[src/rtl/multiplier_pkg.sv]
// rtl/multiplier_pkg.sv - shared state encoding and operand width for the shift-add multiplier
package multiplier_pkg;

  localparam int MULT_WIDTH = 8;

  typedef enum logic [2:0] {
    IDLE,
    START,
    ADD,
    SHIFT,
    HALT
  } mult_state_t;

endpackage

[src/rtl/mult_iter_counter.sv]
// rtl/mult_iter_counter.sv - iteration counter with clear, increment and terminal count
module mult_iter_counter #(
  parameter int WIDTH = 8,
  parameter int CNT_W = $clog2(WIDTH)
) (
  input  logic             clk,
  input  logic             resetn,
  input  logic             clr,
  input  logic             inc,
  output logic [CNT_W-1:0] count,
  output logic             tc
);

  always_ff @(posedge clk) begin
    if (!resetn) begin
      count <= '0;
    end else if (clr) begin
      count <= '0;
    end else if (inc) begin
      count <= count + 1'b1;
    end
  end

  assign tc = (count == CNT_W'(WIDTH - 1));

endmodule

[src/rtl/multiplier_control.sv]
// rtl/multiplier_control.sv - sequencer issuing clear/add/sub/shift strobes for one signed multiply per Run press
module multiplier_control
  import multiplier_pkg::*;
#(
  parameter int WIDTH = MULT_WIDTH,
  parameter int CNT_W = $clog2(WIDTH)
) (
  input  logic             Clk,
  input  logic             Reset,
  input  logic             Run,
  input  logic             ClearA_LoadB,
  input  logic             M,
  output logic             Clr_Ld,
  output logic             Clr_XA,
  output logic             Add,
  output logic             Sub,
  output logic             Shift,
  output logic             Busy,
  output logic             Done,
  output logic [CNT_W-1:0] Iter
);

  mult_state_t      state;
  logic [CNT_W-1:0] count;
  logic             last_iter;
  logic             cnt_clr;
  logic             cnt_inc;

  // Counter is zeroed on entering an iteration run and again when leaving HALT,
  // so Iter reads 0 in IDLE and WIDTH-1 while the product is held.
  assign cnt_clr = (state == START) || ((state == HALT) && !Run);
  assign cnt_inc = (state == SHIFT) && !last_iter;

  mult_iter_counter #(
    .WIDTH(WIDTH),
    .CNT_W(CNT_W)
  ) u_iter (
    .clk   (Clk),
    .resetn(Reset),
    .clr   (cnt_clr),
    .inc   (cnt_inc),
    .count (count),
    .tc    (last_iter)
  );

  always_ff @(posedge Clk) begin
    if (!Reset) begin
      state <= IDLE;
    end else begin
      case (state)
        IDLE:    if (Run) state <= START;
        START:   state <= ADD;
        ADD:     state <= SHIFT;
        SHIFT:   state <= last_iter ? HALT : ADD;
        HALT:    if (!Run) state <= IDLE;
        default: state <= IDLE;
      endcase
    end
  end

  // Reset gates every output so an aborted multiply stops strobing the datapath at once.
  assign Clr_Ld = Reset && (state == IDLE) && ClearA_LoadB && !Run;
  assign Clr_XA = Reset && (state == START);
  assign Add    = Reset && (state == ADD) && M && !last_iter;
  assign Sub    = Reset && (state == ADD) && M && last_iter;
  assign Shift  = Reset && (state == SHIFT);
  assign Busy   = Reset && ((state == START) || (state == ADD) || (state == SHIFT));
  assign Done   = Reset && (state == HALT);
  assign Iter   = Reset ? count : '0;

endmodule
[config.mk]
export PLATFORM = sky130hd
export DESIGN_NAME = multiplier_control
export DESIGN_NICKNAME = d
export VERILOG_FILES = /design/src/rtl/multiplier_pkg.sv /design/src/rtl/mult_iter_counter.sv /design/src/rtl/multiplier_control.sv
export SDC_FILE = /design/constraint.sdc
export NUM_CORES = 1
export LEC_CHECK = 0
export ABC_AREA = 1
export CAP_MARGIN = 20
export CORE_AREA = 5 5 42 44
export DETAILED_ROUTE_END_ITERATION = 6
export DIE_AREA = 0 0 47 49
export SETUP_SLACK_MARGIN = 0.2
export SLEW_MARGIN = 20
export SYNTH_ARGS = -nofsm -noshare
export SYNTH_HDL_FRONTEND = slang
export SYNTH_SLANG_ARGS = --single-unit
[constraint.sdc]
create_clock -name Clk -period 2.2 [get_ports Clk]
set_input_delay 0.55 -clock Clk [delete_from_list [all_inputs] [get_ports Clk]]
set_output_delay 0.55 -clock Clk [all_outputs]
set_load 0.03 [all_outputs]
# Word-level counts from Yosys, hierarchy flattened
# Index checks and enable logic that the tools add are counted.
# classes
n_addsub	1
n_mul	0
n_div	0
order_cmp	0
n_eq_ne	7
shifts	0
mux	5
bitwise	1
reduce_logical	21
# op_table
operator	n
3-bit case mux with 5 select lines	1
1-bit logical AND	13
3-bit two-way mux	4
3-bit by 2-bit == test with 1-bit output (second input constant)	2
3-bit == test (second input constant)	2
2-bit != test (second input constant)	2
3-bit by 1-bit adder with 3-bit output (second input constant)	1
3-bit by 1-bit == test with 1-bit output (second input constant)	1
3-bit logical NOT	1
1-bit logical OR	3
1-bit logical NOT	2
2-bit AND reduction	1
2-bit OR reduction	1
1-bit inverter	1
# word_totals
register_bits	6
latch_bits	0
mem_bits_rw	0
mem_bits_ro	0
out_inout_bits	10
memories	0

# Longest topological paths before layout
# Gate-level depths: netlist (run 1).
# logic_depth
word_depth	4
ltp_mapped	6

# Modules after synthesis
# Synthesis (run 1) repeated with hierarchy kept, for this count alone.
# unflattened
hier_cells	56
hier_area_um2	354.1
# by_module_without_submodules
mod	instances	cells_each	area_each_um2
multiplier_control	1	37	211.5
mult_iter_counter	1	19	142.6

# Worst setup path before layout (run 1)
# No wires, ideal clock.
# synth_timing
kind	input -> output
start	in Run
end	out Clr_Ld
t_arrival_ns	1.313
t_required_ns	1.650
slack_ns	0.337
stages	3
path_buffers	0
path_cell_list	inv_1 nand3_1 nor3_1
# synth_via
elab_chain_len	2
# synth_lines
item	line_no	text
start, declared	multiplier_control.sv:10	input logic Run,
1-bit logical NOT	multiplier_control.sv:62	assign Clr_Ld = Reset && (state == IDLE) && ClearA_LoadB && !Run;
1-bit logical AND	multiplier_control.sv:62	
end, declared	multiplier_control.sv:13	output logic Clr_Ld,
# No other way between the ends.

# Worst setup path in the final report (run 1)
# layout_timing
start	in ClearA_LoadB
end	out Clr_Ld
# layout_via
elab_chain_len	2
# layout_lines
item	line_no	text
start, declared	multiplier_control.sv:11	input logic ClearA_LoadB,
1-bit logical AND (2 in series)	multiplier_control.sv:62	
# No other way between the ends.

==> results of run 1 <==
==> placed cells by master, fill, tap and decap left out <==
cell	instances
ha_1	2
inv_2	2
o21a_1	1
dfxtp_1	5
clkdlybuf4s15_1	1
nor2_4	1
nand2_2	1
inv_1	8
nor2_1	7
buf_4	13
nor3_2	1
clkbuf_4	3
dfxtp_2	1
nand2_1	10
clkdlybuf4s50_1	2
a21oi_1	4
dlygate4sd2_1	1
nand3_1	9
nor3_1	3
==> logic make-up (layout without fill, tap and decap cells) <==
logic type	after synthesis	after routing
AND/OR/NAND/NOR	32	32
buffers and inverters	10	30
adder cells (fa/ha/maj)	2	2
AO/OA/AOI/OAI	5	5
flip-flops	6	6
==> registers in the layout, summed over array words and instances (netlist names) <==
name / flops
u_iter.count: 3
state: 3
==> power by group through the flow <==
stage	clock network (W)	registers, W	logic (W)
final	0.000101	0.000119	0.0000589
after CTS	0.000107	0.000119	0.0000587
after floorplan	0	0.000120	0.0000343
after detailed placement	0	0.000121	0.0000583
after global routing	0.000115	0.000120	0.0000656
after global placement	0	0.000122	0.0000585
==> metal layers <==
layer,track usage [%],vias to the layer above
met5,0,-
met4,6.91,0
met3,3.32,5
met2,12.0,15
met1,10.4,172
li1,-,219
==> timing repair <==
action | in CTS | in global routing
endpoints found under the hold margin | 0 | 0
pin swaps | 1 | 2
setup endpoints to repair | 9 | 3
setup buffers | 1 | 0
resized for setup | 2 | 4
==> final cells by class <==
class	instances	area, um2	area share [%]
clock buffers	3	22.5	4.16
inverters	10	37.5	6.93
multi-input cells	39	204	37.6
flip-flops and latches	6	121	22.4
well taps	16	20.0	3.70
repair buffers	17	136	25.2
==> stage by stage <==
stage	total power (W)	area [um2]	std cells
global placement	0.000180	507	87
CTS	0.000285	534	91
finish	0.000279	542	91
global route	0.000300	542	91
detailed placement	0.000180	507	87
floorplan	0.000155	357	55
==> path summary, 6_finish.rpt <==
kind | startpoint | endpoint | cells after the start
max | ClearA_LoadB | Clr_Ld | 4
min | u_iter.count[1]$_SDFFE_PP0P_ | u_iter.count[1]$_SDFFE_PP0P_ | 2
max reg2reg | u_iter.count[0]$_SDFFE_PP0P_ | u_iter.count[0]$_SDFFE_PP0P_ | 6
min reg2reg | u_iter.count[1]$_SDFFE_PP0P_ | u_iter.count[1]$_SDFFE_PP0P_ | 2
==> synth_stat cells (all sizes together) <==
library cell   n
dfxtp          6
a21oi          4
inv           10
nor3           4
o21a           1
ha             2
nor2           8
nand3          9
nand2         11
==> worst reg2reg max path: stages, from the launching register on <==
cell and delay, ns:
dfxtp_2 0.33, ha_1 0.19, ha_1 0.22, inv_2 0.11, nand2_1 0.10, nand2_1 0.07
a21oi_1 0.06
==> impl_metrics.env, run 1 <==
export IMPL_endpoint_kind="output pin"
export IMPL_path_clk_slew_ns=0.04
export IMPL_crit_fanout=1
export IMPL_initial_utilization_pct=25.4
export IMPL_rsz0062_at_grt="yes"
export IMPL_synth_top_area_share_pct=33.7
export IMPL_setup_viol=0
export IMPL_ios=15
export IMPL_yosysTopAreaCell="dfxtp_1"
export IMPL_synth_compound_area_share_pct=7.72
export IMPL_powerDensity_nw_per_um2=515
export IMPL_place_ws_ns=0.0204
export IMPL_hpwl_um=673
export IMPL_utilization_pct=38.7
export IMPL_syn_nets=62
export IMPL_finalWirelength_um=825
export IMPL_cts_max_path_buffers=2
export IMPL_drt_iter0_drc=3
export IMPL_hold_path_class="reg -> reg"
export IMPL_fin_crit_sh_pct=88.8
export IMPL_synth_area_um2=357
export IMPL_grt_use_total_pct=8.74
export IMPL_first_global_vias=373
export IMPL_synth_avg_cell_area_um2=6.48
export IMPL_maxSlewViolCount=0
export IMPL_power_switching_w=0.0000790
export IMPL_die_width_um=47
export IMPL_peakVddDrop_mv=0.311
export IMPL_combPwrFrac_pct=21.1
export IMPL_antenna_found_initial=0
export IMPL_num_vias=411
export IMPL_cap_violations=0
export IMPL_yosys_area_share_simple_pct=41.1
export IMPL_synth_seq_cells=6
export IMPL_wl_met3_um=66
export IMPL_top_layer="met4"
export IMPL_fillCellCount=161
export IMPL_synth_xor_area_share_pct=0
export IMPL_worstSetupStartpointType="input pin"
export IMPL_min_period_ns=1.95
export IMPL_worst_path_max_delay_cell="clkdlybuf4s50_1"
export IMPL_outcome="complete, no violations"
export IMPL_pwr_share_seq_pct=42.8
export IMPL_clkPwrFrac_pct=36.1
export IMPL_worstSetupPathType="in -> out"
export IMPL_dieArea_um2=2300
export IMPL_cts_root_buf="clkbuf_4"
export IMPL_arrival_ns=1.40
export IMPL_crit_buf_inv=2
export IMPL_p_leak_nw=0.273
export IMPL_fmax_mhz=512
export IMPL_drive_gt1_share_pct=29.3
export IMPL_synthMuxAreaShare_pct=0
export IMPL_clock_sinks=6
export IMPL_rrSetupSlack_ns=1.01
export IMPL_cts_made_buffers=3
export IMPL_drt_drc_violations_left=0
export IMPL_fin_ws_ns=0.246
export IMPL_avgViaCountPerCell=4.52
export IMPL_clk_latency_ns=0.24
export IMPL_synth_fa_ha_area_share_pct=7.02
export IMPL_cts_hold_buf=0
export IMPL_gp_congestion=0.761
export IMPL_first_pass_iters=2
export IMPL_grt_first_pass_wirelength_um=1420
export IMPL_grt_max_degree=7
export IMPL_yosysWarnings=0
export IMPL_synth_area_leaders="dfxtp_1 34%, nand3_1 13%, nand2_1 11%, inv_1 9.5%, nor2_1 7.4%"
export IMPL_cts_tree="yes"
export IMPL_overflow=0
export IMPL_synth_top_family_by_area="simple AND/OR/NAND/NOR gates"
export IMPL_row_count=14
export IMPL_h_tree_depth=1
export IMPL_ys_types=12
export IMPL_antenna_cells=0
export IMPL_p_sw_share_pct=28.3
export IMPL_route_met2_wl_um=351
export IMPL_nNetsFinal=84
export IMPL_coreArea_um2=1400
export IMPL_max_stage_delay_ns=0.46
export IMPL_port_buffer_count=14
export IMPL_syn_inst=55
export IMPL_relSlewSlack_pct=79.6
export IMPL_drtAntennaViolNets=0
export IMPL_wire_per_inst_um=9.07
export IMPL_p_int_w=0.000200
export IMPL_tns_ns=0
export IMPL_crit_required_ns=1.65
export IMPL_path_cells="clkdlybuf4s50_1 -> nand3_1 -> nor3_2 -> buf_4"
export IMPL_critPathTopFamily="buffers and inverters"
export IMPL_die_h_um=49
export IMPL_yosysSeqAreaShare_pct=33.7
export IMPL_worst_pin_slew_ns=0.305
export IMPL_area_growth_pct=51.9
export IMPL_finClkSkew_ns=0.00392
export IMPL_finalHoldViolations=0
export IMPL_wl_met1_um=377
export IMPL_holdWs_ns=0.479
(Power assumes the default switching activity.)
==> inputs of run 2 (changes only) <==
--- a/config.mk
+++ b/config.mk
@@ -5,7 +5,7 @@
 export SDC_FILE = /design/constraint.sdc
 export NUM_CORES = 1
 export LEC_CHECK = 0
-export ABC_AREA = 1
+export ABC_AREA = 0
 export CAP_MARGIN = 20
 export CORE_AREA = 5 5 42 44
 export DETAILED_ROUTE_END_ITERATION = 6
==> impl_metrics.env, run 2 <==
export IMPL_outcome="complete, no violations"
export IMPL_crit_required_ns=1.65
export IMPL_antenna_found_initial=0
export IMPL_totalPowerFinal_w=0.000266
export IMPL_worstSetupPathType="in -> out"
export IMPL_die_width_um=47
export IMPL_drtAntennaViolNets=0
export IMPL_yosysSeqAreaShare_pct=34.9
export IMPL_cts_setup_buffers=0
export IMPL_grt_first_pass_wirelength_um=1390
export IMPL_synth_area_leaders="dfxtp_1 35%, nor2_1 8.7%, ha_1 7.3%, mux2i_1 5.8%, and2_1 5.5%"
export IMPL_final_cell_mix="12 x buf_4, 8 x nor2_1, 5 x dfxtp_1"
export IMPL_maxSlewViolCount=0
export IMPL_drt_iter0_drc=0
export IMPL_avgViaCountPerCell=4.62
export IMPL_pwr_share_seq_pct=45.3
export IMPL_multi_input_area_um2=230
export IMPL_top_regs="state x3, u_iter.count x3"
export IMPL_worst_pin_slew_ns=0.492
export IMPL_synth_edf_count=0
export IMPL_grt_max_degree=10
export IMPL_antenna_cells=0
export IMPL_syn_nets=48
export IMPL_rsz0062_at_grt="yes"
export IMPL_synth_area_um2=344
export IMPL_final_common_cell="buf_4"
export IMPL_ios=15
export IMPL_finalHoldViolations=0
export IMPL_cts_made_buffers=3
export IMPL_holdWs_ns=0.522
export IMPL_combPwrFrac_pct=17.6
export IMPL_hpwl_um=646
export IMPL_die_h_um=49
export IMPL_peakVddDrop_mv=0.321
export IMPL_fin_crit_sh_pct=88.0
export IMPL_yosysTopAreaCell="dfxtp_1"
export IMPL_yosysWarnings=0
export IMPL_fillCellCount=160
export IMPL_cts_max_path_buffers=2
export IMPL_syn_inst=41
export IMPL_drt_drc_violations_left=0
export IMPL_first_pass_iters=1
export IMPL_powerDensity_nw_per_um2=503
export IMPL_gp_congestion=0.616
export IMPL_path_clk_slew_ns=0.05
export IMPL_cap_violations=0
export IMPL_hold_path_class="reg -> reg"
export IMPL_synth_commonest_cells="8 x nor2_1, 6 x dfxtp_1, 3 x and2_1, 3 x and3_1, 3 x nor3_1"
export IMPL_initial_utilization_pct=24.6
export IMPL_fmax_mhz=516
export IMPL_cts_hold_buf=0
export IMPL_power_switching_w=0.0000702
export IMPL_crit_fanout=1
export IMPL_port_buffer_count=14
export IMPL_p_sw_share_pct=26.4
export IMPL_dieArea_um2=2300
export IMPL_clk_latency_ns=0.24
export IMPL_worstSetupStartpointType="input pin"
export IMPL_h_tree_depth=1
export IMPL_synth_seq_cells=6
export IMPL_cts_root_buf="clkbuf_4"
export IMPL_grt_use_total_pct=8.25
export IMPL_endpoint_kind="output pin"
export IMPL_finalWirelength_um=851
export IMPL_finClkSkew_ns=0.00558
export IMPL_coreArea_um2=1400
export IMPL_p_leak_nw=0.248
export IMPL_nNetsFinal=69
export IMPL_clkPwrFrac_pct=37.1
export IMPL_synth_top_area_share_pct=34.9
export IMPL_clock_sinks=6
export IMPL_drive_gt1_share_pct=33.3
export IMPL_regArea_um2=121
export IMPL_rrSetupSlack_ns=0.68
export IMPL_wire_per_inst_um=11.2
export IMPL_arrival_ns=1.39
export IMPL_area_growth_pct=53.5
export IMPL_finish_instance_area_um2=528
export IMPL_ys_async_sr_fraction_pct=0
export IMPL_synthFlopType="dfxtp_1"
export IMPL_setup_viol=0
export IMPL_synth_most_common_cell="nor2_1"
export IMPL_relSlewSlack_pct=66.7
export IMPL_placed_area_um2=500
export IMPL_synth_avg_cell_area_um2=8.39
export IMPL_tns_ns=0
export IMPL_min_period_ns=1.94
export IMPL_num_vias=351
export IMPL_ys_types=18
export IMPL_row_count=14
export IMPL_cts_tree="yes"
export IMPL_first_global_vias=341
export IMPL_p_int_w=0.000195
export IMPL_overflow=0
-- run 2: cell count changes in the layout (fill, tap and decap cells not counted), moves of 2 or more --
cell     change
inv_1        -6
and2_1       +3
mux2i_1      +2
a21oi_1      -4
nand2_1     -10
and3_1       +3
inv_2        -2
nand3_1      -7
-- run 2: what timing repair did --
action                     4_1_cts  5_1_grt
pin swaps                        1        2
setup endpoints to repair       10        4
hold endpoints to repair         0        0
gates resized for setup          2        5
-- run 2: worst paths after layout --
| path | from | cells past startpoint | endpoint |
|---|---|---|---|
| max | ClearA_LoadB | 4 | Clr_Ld |
| min | u_iter.count[1]$_SDFFE_PP0P_ | 2 | u_iter.count[1]$_SDFFE_PP0P_ |
| max reg2reg | u_iter.count[0]$_SDFFE_PP0P_ | 5 | u_iter.count[2]$_SDFFE_PP0P_ |
| min reg2reg | u_iter.count[1]$_SDFFE_PP0P_ | 2 | u_iter.count[1]$_SDFFE_PP0P_ |
-- run 2: power groups by stage --
stage | logic, W | registers (W) | clock network [W]
after floorplan | 0.0000261 | 0.000120 | 0
after global placement | 0.0000477 | 0.000122 | 0
after detailed placement | 0.0000478 | 0.000122 | 0
after CTS | 0.0000466 | 0.000120 | 0.000107
after global routing | 0.0000513 | 0.000121 | 0.000113
final | 0.0000467 | 0.000120 | 0.0000987
-- run 2: layout make-up --
cell class,instances,area share (%)
tap,16,3.79
multi-input combinational,33,43.6
clock buffer,3,4.27
timing repair buffer,16,23.9
inverter,2,1.42
sequential,6,23.0
-- run 2: cell families after synthesis --
family / after synthesis / synth area share [%]
compound gates: 2 / 4.73
xor+xnor: 1 / 2.55
fa+ha+maj: 2 / 7.27
buf+inv: 2 / 2.18
flops: 6 / 34.9
mux: 2 / 5.82
simple gates: 26 / 42.5
-- run 2: stage by stage --
stage          setup WS, ns  util, %  cells
2_1_floorplan         0.326        -     41
3_3_place_gp        0.00413     35.7     73
3_5_place_dp       -0.00999     35.7     73
4_1_cts               0.201     37.1     76
5_1_grt               0.186     37.7     76
6_report              0.263     37.7     76
-- run 2: routing by layer --
layer / vias to the layer above / global-route usage (%) / part of all wire (%)
met5: - / 0 / 0
met4: 0 / 6.91 / 2.0
met3: 2 / 1.48 / 4.6
met2: 8 / 12.0 / 51
met1: 155 / 9.91 / 42
li1: 186 / - / -
-- run 2: critical path: stages --
cell             delay (ns)
clkdlybuf4s50_1        0.45
nand2b_1               0.06
nor4_2                 0.13
buf_4                  0.19
